`src/rtl/mem_stage_pkg.sv`:
```
// mem_stage_pkg: shared definitions for the MIPS MEM stage.
//   WB_* : write-back select codes carried on iMemToReg (11 aliases ALU).
//   state_t : MEM-stage access FSM states.
//   wb_mux : write-back data selector used ahead of the MEM/WB register.
package mem_stage_pkg;

  localparam logic [1:0] WB_ALU = 2'b00;
  localparam logic [1:0] WB_MEM = 2'b01;
  localparam logic [1:0] WB_PC  = 2'b10;

  typedef enum logic {
    S_IDLE = 1'b0,
    S_WAIT = 1'b1
  } state_t;

  function automatic logic [31:0] wb_mux(input logic [1:0]  sel,
                                         input logic [31:0] alu,
                                         input logic [31:0] rdata,
                                         input logic [31:0] pc);
    logic [31:0] r;
    case (sel)
      WB_MEM:  r = rdata;
      WB_PC:   r = pc;
      default: r = alu;  // WB_ALU and the unused code 11
    endcase
    return r;
  endfunction

endpackage

```
`src/rtl/mem_wb_reg.sv`:
```
// mem_wb_reg: MEM/WB pipeline register with capture/bubble control.
//   Ports: clk, rst_n (async active-low), capture, regwr_i/regdst_i/wdata_i in,
//          regwr_o/regdst_o/wdata_o out. One cycle from capture to output.
//   A bubble (capture=0) clears the write enable and holds dst/data.
module mem_wb_reg #(
  parameter int REGDST_W = 32
) (
  input  logic                clk,
  input  logic                rst_n,
  input  logic                capture,
  input  logic                regwr_i,
  input  logic [REGDST_W-1:0] regdst_i,
  input  logic [31:0]         wdata_i,
  output logic                regwr_o,
  output logic [REGDST_W-1:0] regdst_o,
  output logic [31:0]         wdata_o
);

  logic                regwr_q, regwr_d;
  logic [REGDST_W-1:0] regdst_q, regdst_d;
  logic [31:0]         wdata_q, wdata_d;

  always_comb begin
    regwr_d  = 1'b0;
    regdst_d = regdst_q;
    wdata_d  = wdata_q;
    if (capture) begin
      regwr_d  = regwr_i;
      regdst_d = regdst_i;
      wdata_d  = wdata_i;
    end
  end

  always_ff @(posedge clk or negedge rst_n) begin
    if (!rst_n) begin
      regwr_q  <= 1'b0;
      regdst_q <= '0;
      wdata_q  <= '0;
    end else begin
      regwr_q  <= regwr_d;
      regdst_q <= regdst_d;
      wdata_q  <= wdata_d;
    end
  end

  assign regwr_o  = regwr_q;
  assign regdst_o = regdst_q;
  assign wdata_o  = wdata_q;

endmodule

```
`src/rtl/mem_access_stage.sv`:
```
// mem_access_stage: MEM stage of the 5-stage MIPS pipeline. Issues the data-memory
//   access on a req/ack bus, stalls upstream while it is outstanding, aborts after
//   TIMEOUT wait cycles, and registers the selected write-back value into MEM/WB.
// Ports: clk, reset (async active-low); EX/MEM inputs i*; dmem_* bus; mem_stall;
//   bus_err (1-cycle pulse); MEM/WB outputs oRegWr/oRegDst/oWriteData.
// Option: define MEM_ALIGN_CHECK_EN to reject accesses with iALUResult[1:0]!=0.
module mem_access_stage
  import mem_stage_pkg::*;
#(
  parameter int REGDST_W  = 32,
  parameter int TIMEOUT   = 255,
  parameter int TIMEOUT_W = 8
) (
  input  logic                clk,
  input  logic                reset,
  input  logic [31:0]         iNextPC,
  input  logic                iRegWr,
  input  logic                iMemWr,
  input  logic                iMemRd,
  input  logic [1:0]          iMemToReg,
  input  logic [31:0]         iALUResult,
  input  logic [31:0]         iReadData2,
  input  logic [REGDST_W-1:0] iRegDst,
  output logic                dmem_req,
  output logic                dmem_we,
  output logic [31:0]         dmem_addr,
  output logic [31:0]         dmem_wdata,
  input  logic [31:0]         dmem_rdata,
  input  logic                dmem_ack,
  output logic                mem_stall,
  output logic                bus_err,
  output logic                oRegWr,
  output logic [REGDST_W-1:0] oRegDst,
  output logic [31:0]         oWriteData
);

  localparam logic [TIMEOUT_W-1:0] TO_VAL = TIMEOUT_W'(TIMEOUT);

  state_t               state_q, state_d;
  logic [TIMEOUT_W-1:0] cnt_q, cnt_d;
  logic                 bus_err_q, bus_err_d;
  logic                 access, misalign, abort, capture, stall;

  assign access = iMemRd | iMemWr;

`ifdef MEM_ALIGN_CHECK_EN
  assign misalign = access & (iALUResult[1:0] != 2'b00);
`else
  assign misalign = 1'b0;
`endif

  assign abort = (state_q == S_WAIT) & ~dmem_ack & (cnt_q == TO_VAL);

  // Gating with reset makes req/stall fall the instant reset asserts, even
  // though the frozen upstream still presents the access.
  assign dmem_req   = access & ~misalign & ~abort & reset;
  assign dmem_we    = iMemWr;
  assign dmem_addr  = iALUResult;
  assign dmem_wdata = iReadData2;
  assign mem_stall  = stall & reset;
  assign bus_err    = bus_err_q;

  always_comb begin
    state_d   = state_q;
    cnt_d     = cnt_q;
    capture   = 1'b0;
    stall     = 1'b0;
    bus_err_d = 1'b0;
    case (state_q)
      S_IDLE: begin
        if (misalign) begin
          bus_err_d = 1'b1;           // no request, bubble, no stall
        end else if (!access || dmem_ack) begin
          capture = 1'b1;             // non-memory op or zero-wait access
        end else begin
          state_d = S_WAIT;
          cnt_d   = TIMEOUT_W'(1);
          stall   = 1'b1;
        end
      end
      S_WAIT: begin
        if (dmem_ack) begin
          capture = 1'b1;
          state_d = S_IDLE;
          cnt_d   = '0;
        end else if (cnt_q == TO_VAL) begin
          // Abort: release the pipeline past the faulting instruction.
          bus_err_d = 1'b1;
          state_d   = S_IDLE;
          cnt_d     = '0;
        end else begin
          cnt_d = cnt_q + TIMEOUT_W'(1);
          stall = 1'b1;
        end
      end
      default: begin
        state_d = S_IDLE;
        cnt_d   = '0;
      end
    endcase
  end

  always_ff @(posedge clk or negedge reset) begin
    if (!reset) begin
      state_q   <= S_IDLE;
      cnt_q     <= '0;
      bus_err_q <= 1'b0;
    end else begin
      state_q   <= state_d;
      cnt_q     <= cnt_d;
      bus_err_q <= bus_err_d;
    end
  end

  mem_wb_reg #(.REGDST_W(REGDST_W)) u_mem_wb (
    .clk      (clk),
    .rst_n    (reset),
    .capture  (capture),
    .regwr_i  (iRegWr),
    .regdst_i (iRegDst),
    .wdata_i  (wb_mux(iMemToReg, iALUResult, dmem_rdata, iNextPC)),
    .regwr_o  (oRegWr),
    .regdst_o (oRegDst),
    .wdata_o  (oWriteData)
  );

endmodule

```
`config.mk`:
```
export PLATFORM = sky130hd
export DESIGN_NAME = mem_access_stage
export DESIGN_NICKNAME = d
export VERILOG_FILES = /design/src/rtl/mem_stage_pkg.sv /design/src/rtl/mem_wb_reg.sv /design/src/rtl/mem_access_stage.sv
export SDC_FILE = /design/constraint.sdc
export NUM_CORES = 1
export LEC_CHECK = 0
export ABC_AREA = 1
export CORE_AREA = 2 2 117 119
export CTS_CLUSTER_SIZE = 10
export DETAILED_ROUTE_END_ITERATION = 6
export DIE_AREA = 0 0 119 121
export PLACE_DENSITY = 0.84
export SLEW_MARGIN = 10
export SYNTH_ARGS = -nofsm -noshare
export SYNTH_HDL_FRONTEND = slang
export SYNTH_SLANG_ARGS = --single-unit
```
`constraint.sdc`:
```
create_clock -name clk -period 3.8 [get_ports clk]
set_clock_uncertainty 0.1 [all_clocks]
set_input_delay 0.95 -clock clk [delete_from_list [all_inputs] [get_ports clk]]
set_output_delay 0.95 -clock clk [all_outputs]
set_load 0.05 [all_outputs]
```
==> flow_metrics.py <==
metrics = {
    "sta": {
        "tightest_slew_ps": 945,
        "fmax_mhz": 299,
        "fin_ws_ps": 461,
        "setup-violations-final": 0,
        "rsz0062_at_grt": "no",
        "final_max_slew_viol_count": 0,
        "hold_viol_final": 0,
        "period_needed_ps": 3340,
        "max-slew-margin-rel": 0.370,
        "period_share": 0.879,
        "setup-tns-final_ps": 0,
    },
    "logic_synthesis": {
        "netlist.area_leader.share": 0.457,
        "yosysWarnings": 0,
        "syn-num-nets": 704,
        "synth-seq-cells": 75,
        "seq_area_frac_synth": 0.457,
        "async_flop_share": 1.00,
        "synth_edf_count": 0,
        "yosysTopAreaCell": "dfrtp_1",
        "syn_area_per_cell_um2": 7.71,
        "synth_cell_types": 18,
        "ys.flop_type": "dfrtp_1",
        "synth_cells": 533,
        "synth_area_mm2": 0.00411,
        "ys_top_cells_by_area": "dfrtp_1 46%, nand2_1 23%, buf_4 14%",
    },
    "cells_and_area": {
        "final_common_cell": "nand2_1",
        "postLayoutCellArea_mm2": 0.00650,
        "final_core_util": 0.497,
        "nNetsFinal": 867,
        "drive_gt1_frac": 0.0471,
        "multi_input_area_mm2": 0.00153,
        "final_cell_mix": "248 x nand2_1, 233 x clkdlybuf4s50_1, 75 x dfrtp_1, 37 x nand3_1, 32 x o211ai_1",
        "register_area_mm2": 0.00188,
        "n_fill_cell": 1209,
        "area.growth.synth_to_final_pct": 58.4,
        "diodes": 0,
        "fin_cells": 877,
    },
    "power_and_ir_drop": {
        "ir_drop_uv": 221,
        "pwr_density_cell_mw_per_mm2": 503,
        "p_leak_nw": 2.96,
    },
    "critical_path": {
        "cp_max_fo": 2,
        "crit_slowest_cell": "clkdlybuf4s50_1",
        "crit_required_ps": 2750,
        "crit_type": "in2out",
        "worst-path-stages": 2,
        "cp-start-kind": "input port",
        "crit_top_cell": "clkdlybuf4s50_1",
        "end_kind": "output pin",
        "max_stage_delay_ps": 830,
        "crit_family": "buffers and inverters",
        "cp_data_arrival_time_ps": 2290,
        "cp_cell_sequence": "clkdlybuf4s50_1 > clkdlybuf4s50_1",
        "reg2reg_depth": 8,
        "crit_buf_inv": 2,
    },
    "run": {
        "maxCapViolations": 0,
    },
    "route": {
        "viasPerCell": 4.49,
        "drt_iter0_markers": 182,
        "wl_um": 12200,
        "wire_per_inst_um": 13.9,
        "drc_errors": 0,
        "first_pass_iters": 5,
        "antenna_left": 0,
        "vias": 3940,
    },
    "clock_network": {
        "cts_max_path_buffers": 2,
        "post-cts-setup-buffer-count": 0,
        "insertion_delay_ps": 330,
        "clock_sinks": 75,
        "postCtsResizedCells": 0,
        "clk_pin_slew_ps": 60,
        "cts_tree": "built",
        "numCtsBuffers": 9,
        "cts_root_buf": "clkbuf_16",
        "h-tree-depth": 3,
        "ctsHoldBuffers": 0,
    },
    "floorplan": {
        "start_util": 0.314,
        "std_cell_rows": 42,
        "core_area_mm2": 0.0131,
        "chipHeight_um": 121,
        "die_width_um": 119,
        "io_pins": 301,
        "die-area_mm2": 0.0144,
    },
    "place": {
        "dpl_worst_slack_ps": 448,
        "dpl-instance-area_mm2": 0.00614,
        "gp_congestion": 0.838,
        "place_hpwl_um": 8940,
        "dp.cells": 861,
        "portBuffers": 236,
    },
    "run_status": {
        "status": "complete, no violations",
    },
    "global_routing": {
        "grt.overflow.total": 0,
        "antenna_found_initial": 0,
        "first_global_vias": 3791,
        "grt_max_degree": 76,
        "grt_use_total": 0.166,
        "grt_pass1_wl_um": 18900,
    },
    "worst_hold_path": {
        "hold-path-cell-count": 2,
        "hp-class": "reg2reg",
    },
}
-- metal layers --
metal,vias up,track usage,part of all wire
li1,1954,-,-
met1,1776,0.208,0.42
met2,191,0.276,0.48
met3,19,0.0512,0.083
met4,0,0.0484,0.013
met5,-,0,0
-- cell usage after synthesis, types with 4 or more instances --
library cell	number
nor2_1	10
inv_1	16
inv_2	5
clkbuf_1	12
o21ai_0	8
nand2_1	248
nand3_1	37
o211ai_1	32
a21oi_1	4
dfrtp_1	75
buf_2	4
buf_4	74
-- kinds of logic (layout without fill, tap and decap cells) --
kind of cell               count (synthesis)  in the layout  synth area share
adders and majority gates                  3              3           0.00914
DFF                                       75             75             0.457
AOI/OAI and AO/OA                         45             45            0.0752
and+or+nand+nor                          299            299             0.288
buffers and inverters                    111            279             0.170
-- flip-flops by register name (all words and copies together), names as in the netlist --
name	cells
state_q	1
u_mem_wb.wdata_o	32
u_mem_wb.regdst_o	32
cnt_q	8
bus_err	1
u_mem_wb.regwr_o	1
-- power by group --
group          internal [mW]  total (mW)  switching (mW)
clock                  0.681        1.02           0.339
combinational          0.454        1.26           0.804
sequential             0.926       0.995          0.0691
total                   2.06        3.27            1.21
-- cell type report --
| class | count | share of cell area |
|---|---|---|
| Clock inverter | 5 | 0.0165 |
| Sequential cell | 75 | 0.289 |
| Clock buffer | 11 | 0.0389 |
| Timing Repair Buffer | 242 | 0.375 |
| Inverter | 21 | 0.0121 |
| Multi-Input combinational cell | 347 | 0.235 |
| Tap cell | 176 | 0.0339 |
-- per-stage QoR --
step	power, mW	hold WS (ps)
finish	3.27	376
global route	3.42	389
CTS	3.31	381
detailed placement	2.27	364
global placement	2.26	361
floorplan	1.86	374
-- final timing paths --
kind,slack (ps),startpoint,to
max,460,iALUResult[17],dmem_addr[17]
max in group asynchronous,2220,reset,u_mem_wb.wdata_o[12]
min,380,u_mem_wb.wdata_o[10],u_mem_wb.wdata_o[10]
min reg2reg,380,u_mem_wb.wdata_o[10],u_mem_wb.wdata_o[10]
max reg2reg,1980,state_q,u_mem_wb.wdata_o[29]
min in group asynchronous,760,reset,cnt_q[4]
No activity file was read; power rests on OpenSTA's default activity.
